[config.mk]
export PLATFORM = sky130hd
export DESIGN_NAME = decoder_nto1hot_seq
export DESIGN_NICKNAME = d
export VERILOG_FILES = /design/src/rtl/decoder_nto1hot_seq.sv
export SDC_FILE = /design/constraint.sdc
export NUM_CORES = 1
export LEC_CHECK = 0
export ABC_AREA = 1
export BUFFER_PORTS_ARGS = -buffer_cell sky130_fd_sc_hd__buf_2
export CAP_MARGIN = 5
export CORE_AREA = 2 2 45 47
export DETAILED_ROUTE_END_ITERATION = 6
export DIE_AREA = 0 0 47 49
export PLACE_DENSITY = 0.6
export SETUP_SLACK_MARGIN = 0.15
export SYNTH_ARGS = -nofsm -noshare
export SYNTH_HDL_FRONTEND = slang
export SYNTH_SLANG_ARGS = --single-unit
[constraint.sdc]
create_clock -name clk -period 1.3 [get_ports clk]
set_clock_uncertainty 0.2 [all_clocks]
set_input_delay 0 -clock clk [delete_from_list [all_inputs] [get_ports clk]]
set_output_delay 0 -clock clk [all_outputs]
set_load 0.01 [all_outputs]
[src/rtl/decoder_nto1hot_seq.sv]
// decoder_nto1hot_seq: registered binary-to-one-hot decoder with HOLD and SCAN modes.
// Optional sticky range-error flag enabled by defining DECODER_RANGE_CHECK_EN.
`default_nettype none

module decoder_nto1hot_seq #(
    parameter int SEL_W   = 2,
    parameter int NUM_OUT = 4,
    parameter int DWELL   = 1
) (
    input  logic               clk,
    input  logic               rst,
    input  logic               en_i,
    input  logic               mode_i,
    input  logic               load_i,
    input  logic [SEL_W-1:0]   sel_i,
    output logic               in_ready_o,
    output logic [NUM_OUT-1:0] decoded_o,
    output logic [SEL_W-1:0]   active_idx_o,
    output logic               wrap_o,
    input  logic               err_clr_i,
    output logic               err_o
);

    localparam int                 CNT_W       = (DWELL > 1) ? $clog2(DWELL) : 1;
    localparam logic [CNT_W-1:0]   CNT_LAST    = CNT_W'(DWELL - 1);
    localparam logic [SEL_W-1:0]   IDX_LAST    = SEL_W'(NUM_OUT - 1);
    localparam logic [SEL_W:0]     NUM_OUT_EXT = (SEL_W + 1)'(NUM_OUT);

    typedef enum logic [1:0] {
        S_IDLE = 2'd0,
        S_HOLD = 2'd1,
        S_SCAN = 2'd2
    } state_t;

    state_t             state_q;
    logic [NUM_OUT-1:0] decoded_q;
    logic [SEL_W-1:0]   active_idx_q;
    logic [CNT_W-1:0]   dwell_q;
    logic               wrap_q;

    logic               sel_in_range;
    logic               scan_at_last;
    logic [SEL_W-1:0]   scan_idx_d;
    logic [NUM_OUT-1:0] load_onehot_d;
    logic [NUM_OUT-1:0] scan_onehot_d;

    assign sel_in_range  = ({1'b0, sel_i} < NUM_OUT_EXT);
    assign scan_at_last  = (active_idx_q == IDX_LAST);
    assign scan_idx_d    = scan_at_last ? '0 : active_idx_q + SEL_W'(1);
    assign load_onehot_d = NUM_OUT'(1) << sel_i;
    assign scan_onehot_d = NUM_OUT'(1) << scan_idx_d;

    always_ff @(posedge clk or posedge rst) begin
        if (rst) begin
            state_q      <= S_IDLE;
            decoded_q    <= '0;
            active_idx_q <= '0;
            dwell_q      <= '0;
            wrap_q       <= 1'b0;
        end else begin
            wrap_q <= 1'b0;
            if (!en_i) begin
                state_q   <= S_IDLE;
                decoded_q <= '0;
            end else if (load_i) begin
                // A load always wins over a same-edge dwell advance, so no wrap here.
                if (sel_in_range) begin
                    decoded_q    <= load_onehot_d;
                    active_idx_q <= sel_i;
                    dwell_q      <= '0;
                    state_q      <= mode_i ? S_SCAN : S_HOLD;
                end else begin
                    decoded_q <= '0;
                    state_q   <= S_IDLE;
                end
            end else begin
                case (state_q)
                    S_SCAN: begin
                        if (dwell_q == CNT_LAST) begin
                            dwell_q      <= '0;
                            active_idx_q <= scan_idx_d;
                            decoded_q    <= scan_onehot_d;
                            wrap_q       <= scan_at_last;
                        end else begin
                            dwell_q <= dwell_q + CNT_W'(1);
                        end
                    end
                    S_IDLE: begin
                        decoded_q <= '0;
                    end
                    default: begin
                    end
                endcase
            end
        end
    end

`ifdef DECODER_RANGE_CHECK_EN
    logic err_q;

    // Set has priority over clear when both happen on the same edge.
    always_ff @(posedge clk or posedge rst) begin
        if (rst) begin
            err_q <= 1'b0;
        end else if (en_i && load_i && !sel_in_range) begin
            err_q <= 1'b1;
        end else if (en_i && err_clr_i) begin
            err_q <= 1'b0;
        end
    end

    assign err_o = err_q;
`else
    logic unused_err_clr;

    assign unused_err_clr = err_clr_i;
    assign err_o          = 1'b0;
`endif

    assign in_ready_o   = en_i;
    assign decoded_o    = decoded_q;
    assign active_idx_o = active_idx_q;
    assign wrap_o       = wrap_q;

endmodule

`default_nettype wire

Word-level counts from Yosys, hierarchy flattened --
Index checks and enable logic that the tools add are counted. W data, S select, Z words.
Word-level totals: word-level logic and storage cells 38, output and inout port bits 9, register bits after elaboration 10, input bits 8
Operators by class: shift-type cells 2, $add $sub $neg 2, reductions and logical operators 5, multiplexer cells 18, equality and inequality tests 6
Operators with widths (count):
- $mux W2 | 7
- $mux W4 | 3
- $pmux W4 S2 | 1
- $shl A1 B2 Y4 const A | 2
- $mux W1 | 7
- $eq A2 B2 Y1 const B | 2
- $ne A4 B1 Y1 const B | 1
- $ne A4 B4 Y1 const B | 1
- $reduce_and A2 Y1 | 2
- $reduce_and A3 Y1 | 1
- $add A2 B1 Y2 const B | 1
- $logic_not A2 Y1 | 1
- $ne A2 B1 Y1 const B | 1
- $ne A2 B2 Y1 const B | 1
- $reduce_bool A2 Y1 | 1
- $add A1 B1 Y1 const B | 1

Logic depth before layout (Yosys ltp) --
Gate-level depths: netlist (run 1).
word-level depth 7, mapped depth 8

Worst setup path after synthesis (run 1) --
Ideal clock, no wire load.
path kind register to register, start reg active_idx_q[0], in the netlist active_idx_o[0], end reg active_idx_q[1], in the netlist active_idx_o[1], setup time 0.117 ns, data required time 0.983 ns, data arrival time 1.014 ns, stages on the path, launching flop included 7, path slack -0.031 ns, path through dfrtp_1 -> inv_1 -> ha_1 -> nand2_1 -> nand2_1 -> nand2_1 -> nand2_1
On the way: word-level cells in the longest chain between the ends 5, elaborated cells between the ends (all ways) 6, classes of those cells add/sub: 1; eq/ne: 1; mux: 4
Ends and longest elaborated chain:
- start, declared | line 37 | logic [SEL_W-1:0] active_idx_q;
- start signal, assigned | line 69 | active_idx_q <= sel_i;
- start signal, assigned | line 81 | active_idx_q <= scan_idx_d;
- $add A2 B1 Y2 or $eq A2 B2 Y1 (tied branches) | line 49, 48
- $mux W2 (*) | line 49 | assign scan_idx_d = scan_at_last ? '0 : active_idx_q + SEL_W'(1);
- $mux W2 (*) | line 79 | if (dwell_q == CNT_LAST) begin
- $mux W2 (*) | line 77 | case (state_q)
- $mux W2 (*) | line 65 | end else if (load_i) begin
Every way passes the cells marked *; elsewhere a longest branch is shown, timed or not. The select of a mux whose other input is x is not followed. A chain may end at the register's enable or synchronous reset.

Worst setup path in the final report (run 1) --
start reg active_idx_q[1], in the netlist active_idx_o[1], end reg decoded_q[0], in the netlist decoded_o[0]
On the way: word-level cells in the longest chain between the ends 7, elaborated cells between the ends (all ways) 8, classes of those cells add/sub: 1; eq/ne: 1; shift: 1; mux: 5
Ends and longest elaborated chain:
- $add A2 B1 Y2 or $eq A2 B2 Y1 (tied branches) | line 49, 48
- $mux W2 (*) | line 49
- $shl A1 B2 Y4 (*) | line 51 | assign scan_onehot_d = NUM_OUT'(1) << scan_idx_d;
- $mux W4 (*) | line 79
- $pmux W4 S2 (*) | line 77
- $mux W4 (*) | line 65
- $mux W4 (*) | line 62 | if (!en_i) begin
- end signal, assigned | line 68 | decoded_q <= load_onehot_d;
- end signal, assigned | line 82 | decoded_q <= scan_onehot_d;
- end, declared | line 36 | logic [NUM_OUT-1:0] decoded_q;
Marked as above.

==> results.cfg, run 1 <==
[final_layout]
num-nets-final = 123
layout-drive-gt1-share = 0.3578
areaGrowthSynthToFinish_pct = 41.87
n_antenna_cell = 0
utilization = 0.4626
final_instance_area_um2 = 852.1

[synth]
synth_compound_gate_area_share = 0.07708
mappedNetlistArea_um2 = 600.6
synth.top_cells.by_area = sky130_fd_sc_hd__dfrtp_1 38%, sky130_fd_sc_hd__nand2_1 22%, sky130_fd_sc_hd__ha_1 10%
synth.largest_area_cell = sky130_fd_sc_hd__dfrtp_1
syn_avg_cell_area_um2 = 7.324
synthDominantCellAreaShare = 0.3750
ys_ff_latch = 9
post_synth_fa_ha_maj_area_fraction = 0.1042
synth_top_cells_by_count = 35 x sky130_fd_sc_hd__nand2_1, 9 x sky130_fd_sc_hd__dfrtp_1, 8 x sky130_fd_sc_hd__inv_1
synth_simple_gate_area_share = 0.3250
edff_count_synth = 0
post_synth_xor_area_fraction = 0
yosys_warnings = 0
yosys.cell_types.count = 19
synth_ff_type = sky130_fd_sc_hd__dfrtp_1
asyncSetResetFlopFracSynth = 1.000
synth_seq_area_share = 0.3750
synthesis.nets = 95
post_synth_mux_area_share = 0
combinational_family_with_the_most_area_after_synthesis = simple AND/OR/NAND/NOR gates
post-synth-top-count-cell = sky130_fd_sc_hd__nand2_1
post_synthesis_instance_total = 82

[setup_path]
critical_path_peak_fanout = 5
critical_path_arrival_ps = 1240
critical_path_class = reg -> reg
worst_reg_to_reg_cells = 6
critical_path_required_ps = 1260
r2r-start = active_idx_o[1]
critPathLaunchType = flip-flop
critical_path_endpoint_category = flip-flop
rrSetupSlack_ps = 10
worstReg2RegEnd = decoded_o[0]

[pwr]
post-layout-total-power_mw = 0.8262
power_density_nw_per_um2 = 969.6
worst_ir_drop_vdd_v = 0.0007564
cell_leakage_power_nw = 0.4662

[clocking]
cts_root_buf = sky130_fd_sc_hd__clkbuf_4
cts.clk_slew.worst_paths_ps = 70
cts_made_buffers = 3
clock_insertion_delay_worst_skew_ps = 270
clk_path_buf_depth = 2
cts_tree = done
cts_num_sinks = 9
htree_levels = 1

[floorplan]
fp.dieArea_um2 = 2303
io_pins = 17
initial_utilization = 0.3261
chip_width_um = 47
placeableCoreArea_um2 = 1842
die_h_um = 49
core.rowCount = 16

[timing]
maximum_clock_frequency_mhz = 777.2
period_needed_ps = 1287
finalSetupViolCount = 0
final-hold-violation-count = 0
hold-worst-slack_ps = 11.03
fin_ws_ps = 13.27
period_share = 0.9898
grt_setup_unrepaired = true
drv_slew = 0

[drt]
remaining_drc_errors = 0
ant_nets = 0
viasPerCell = 4.140
dr_total_vias = 563
drtPass1Iterations = 4
post_drt_wl_per_cell_um = 9.471
detail_route.iter0.violations = 11
drt_wl_total_um = 1288

[grt]
grt_antenna_before_repair = 0
first_global_vias = 520
grt_first_pass_wirelength_um = 2132
grt_overflow = 0
grtUsageTotal = 0.1280
grt_max_degree = 11

[worst_hold_path]
hold_path.class = in -> reg
worstHoldStart = load_i
min_path_cells = 5
min_to = decoded_o[2]

[place]
dp.final_hpwl_um = 856.9
port_buffers = 14
globalplace.congestion = 0.7545
post-place-ws_ps = 31.02
placed_area_um2 = 695.7

[job]
drv_cap = 0

[status]
run_status = completed
[cell usage in the layout (no fill, tap or decap), drive strengths merged, types with 4 or more instances in the layout]
cell	netlist	layout
dfrtp	9	9
buf	3	18
ha	5	5
nand2	37	37
o21ai	5	5
nor2	7	7
clkbuf	0	4
inv	11	11
dlygate4sd3	0	8
[flip-flops by register name, summed over array words and instances (netlist names)]
name,flops
decoded_o,4
active_idx_o,2
state_q,2
wrap_o,1
[worst max path at each step]
stage / start / end / slack [ps] / cells past startpoint
after floorplan: active_idx_o[0] / decoded_o[3] / 80 / 8
after global placement: active_idx_o[0] / decoded_o[3] / 50 / 8
after detailed placement: active_idx_o[0] / decoded_o[3] / 30 / 8
after CTS: active_idx_o[0] / decoded_o[3] / 30 / 8
after global routing: active_idx_o[1] / decoded_o[1] / -40 / 8
final: active_idx_o[1] / decoded_o[0] / 10 / 6
[worst max-delay path, cell delays in order, from the launching register on]
cell and delay (ps):
sky130_fd_sc_hd__dfrtp_2 450, sky130_fd_sc_hd__buf_4 150, sky130_fd_sc_hd__ha_1 160, sky130_fd_sc_hd__nand2_1 60
sky130_fd_sc_hd__nand2_1 40, sky130_fd_sc_hd__nand2_1 70, sky130_fd_sc_hd__nand2_1 40
[metal layers]
layer | share of wire | up-vias | GRT usage
met5 | 0 | - | 0
met4 | 0.0093 | 0 | 0.02778
met3 | 0.057 | 2 | 0.05556
met2 | 0.48 | 12 | 0.2032
met1 | 0.45 | 250 | 0.1572
li1 | - | 299 | -
[cell families after synthesis]
| group | after synthesis |
|---|---|
| adder cells (fa/ha/maj) | 5 |
| AO/OA/AOI/OAI | 7 |
| buffers and inverters | 14 |
| AND/OR/NAND/NOR | 46 |
| other | 1 |
| flip-flops | 9 |
[stage by stage]
step                TNS (ps)  std cells
floorplan                  0         82
global placement           0        120
detailed placement         0        120
CTS                        0        134
global route          -138.1        136
finish                     0        136
[cell type report]
class / instances / area [um2]
Sequential cell: 9 / 227.7
Multi-Input combinational cell: 59 / 340.3
Fill cell: 203 / 989.7
Timing Repair Buffer: 26 / 180.2
Tap cell: 27 / 33.78
Inverter: 11 / 43.79
Clock buffer: 4 / 26.28
[what timing repair did]
item | in CTS | in global routing
pin swaps | 1 | 5
buffers inserted | 2 | 2
endpoints found under the hold margin | 18 | 0
resized for setup | 0 | 6
setup endpoints to repair | 5 | 7
hold buffers | 8 | 0
[where the power goes]
| group | switching [mW] | internal (mW) | leakage, nW |
|---|---|---|---|
| sequential | 0.0298 | 0.305 | 0.117 |
| clock | 0.104 | 0.119 | 0.0150 |
| combinational | 0.138 | 0.131 | 0.334 |
Power figures use the tool's default switching activity.
==> run 2: changes to the inputs <==
==> constraint.sdc (replaced) <==
create_clock -name clk -period 1.3 [get_ports clk]
set_clock_uncertainty 0.2 [all_clocks]
set_input_delay 0 -clock clk [delete_from_list [all_inputs] [get_ports clk]]
set_output_delay 0 -clock clk [all_outputs]
set_load 0.02 [all_outputs]
==> results.cfg, run 2 (synthesis results as in run 1) <==
[status]
run_status = completed

[final_layout]
layout_common_cells = 32 x sky130_fd_sc_hd__nand2_1, 14 x sky130_fd_sc_hd__buf_2, 7 x sky130_fd_sc_hd__dfrtp_1
areaGrowthSynthToFinish_pct = 37.71
largest_register_ffs = 4
n_antenna_cell = 0
n_fill_cell = 205
final_common_cell = sky130_fd_sc_hd__nand2_1
layout-drive-gt1-share = 0.3679
num-nets-final = 120

[drt]
drt_wl_total_um = 1252
dr_total_vias = 577
remaining_drc_errors = 0
post_drt_wl_per_cell_um = 9.414
detail_route.iter0.violations = 5
ant_nets = 0
drtPass1Iterations = 4
viasPerCell = 4.338

[setup_path]
critical_path_required_ps = 1300
cp_slowest_cell = sky130_fd_sc_hd__dfrtp_2
timing.critical_path.slowest_cell_delay_ps = 450
critPathLaunchType = flip-flop
critical-path-top-cell-by-count = sky130_fd_sc_hd__nand2_1
critical_path_arrival_ps = 1270
critical_path_class = reg -> reg
critical_path_peak_fanout = 5
cp_cell_sequence = inv_2, ha_4, inv_2, nor2_1, nand2_1, nand2_1, nand2_1, nand2_1
critical_path_endpoint_category = flip-flop

[clocking]
cts_made_buffers = 3
clk_path_buf_depth = 2
cts_root_buf = sky130_fd_sc_hd__clkbuf_4
cts_num_sinks = 9
clock_insertion_delay_worst_skew_ps = 260
cts_tree = done
htree_levels = 1
cts.clk_slew.worst_paths_ps = 60

[timing]
drv_slew = 0
fin_ws_ps = 28.89
maximum_clock_frequency_mhz = 786.7
final-hold-violation-count = 0
period_needed_ps = 1271
period_share = 0.9778
finalSetupViolCount = 0
hold-worst-slack_ps = 12.56
grt_setup_unrepaired = true

[place]
dp.final_hpwl_um = 926.5
port_buffers = 14
post-place-ws_ps = 31.33
globalplace.congestion = 0.7375

[grt]
grt_first_pass_wirelength_um = 2125
first_global_vias = 517
grt_max_degree = 11
grtUsageTotal = 0.1260
grt_overflow = 0
grt_antenna_before_repair = 0

[floorplan]
placeableCoreArea_um2 = 1842
chip_width_um = 47
die_h_um = 49
fp.dieArea_um2 = 2303
io_pins = 17
core.rowCount = 16
initial_utilization = 0.3261

[pwr]
power_density_nw_per_um2 = 992.8
cell_leakage_power_nw = 0.4548
worst_ir_drop_vdd_v = 0.0005174

[worst_hold_path]
hold_path.class = in -> reg

[job]
drv_cap = 0
==> run 2: what timing repair did <==
item                                    in CTS  in global routing
endpoints found under the setup margin       5                  8
resized for setup                            1                  6
setup buffers                                3                  0
hold buffers                                 6                  0
endpoints found under the hold margin       18                  0
pin swaps                                    1                  2
==> run 2: area by class of cell <==
class / instances / area, um2 / share of cell area
flip-flops and latches: 9 / 227.7 / 0.2753
repair buffers: 23 / 152.6 / 0.1846
multi-input cells: 59 / 342.8 / 0.4145
inverters: 11 / 43.79 / 0.05295
clock buffers: 4 / 26.28 / 0.03177
well taps: 27 / 33.78 / 0.04085
==> run 2: report_power, final <==
group / switching (mW) / internal [mW]
combinational: 0.153 / 0.118
clock: 0.0934 / 0.118
sequential: 0.0333 / 0.306
==> run 2: routing by layer <==
metal	global-route usage	wire length (um)
met1	0.1598	563
met2	0.1941	619
met5	0	0
met3	0.05556	69
met4	0.02778	0
==> run 2: final timing paths <==
path	endpoint	depth (start not counted)	start	slack, ps
setup / recovery	decoded_o[1]	8	active_idx_o[1]	30
hold reg to reg	decoded_o[3]	2	decoded_o[3]	280
max in group asynchronous	active_idx_o[0]	3	rst	590
setup reg to reg	decoded_o[1]	8	active_idx_o[1]	30
hold / removal	decoded_o[2]	5	load_i	10
min in group asynchronous	state_q[0]	3	rst	40
==> run 2: worst max-delay path: cells and delay by family, from the launching register on <==
family / cells / cell delay, ps
buf+inv: 2 / 130
simple gates: 5 / 300
fa+ha+maj: 1 / 130
flops: 1 / 450
==> run 2: per-stage QoR <==
step	std cells	utilization	power, mW	cell area [um2]	setup TNS, ps
2_1_floorplan	82	-	0.4906	618.1	0
3_3_place_gp	120	0.3777	0.5466	695.7	0
3_5_place_dp	120	0.3777	0.5505	695.7	0
4_1_cts	133	0.4382	0.8175	807.0	0
5_1_grt	133	0.4490	0.8913	827.0	-52.56
6_report	133	0.4490	0.8211	827.0	0
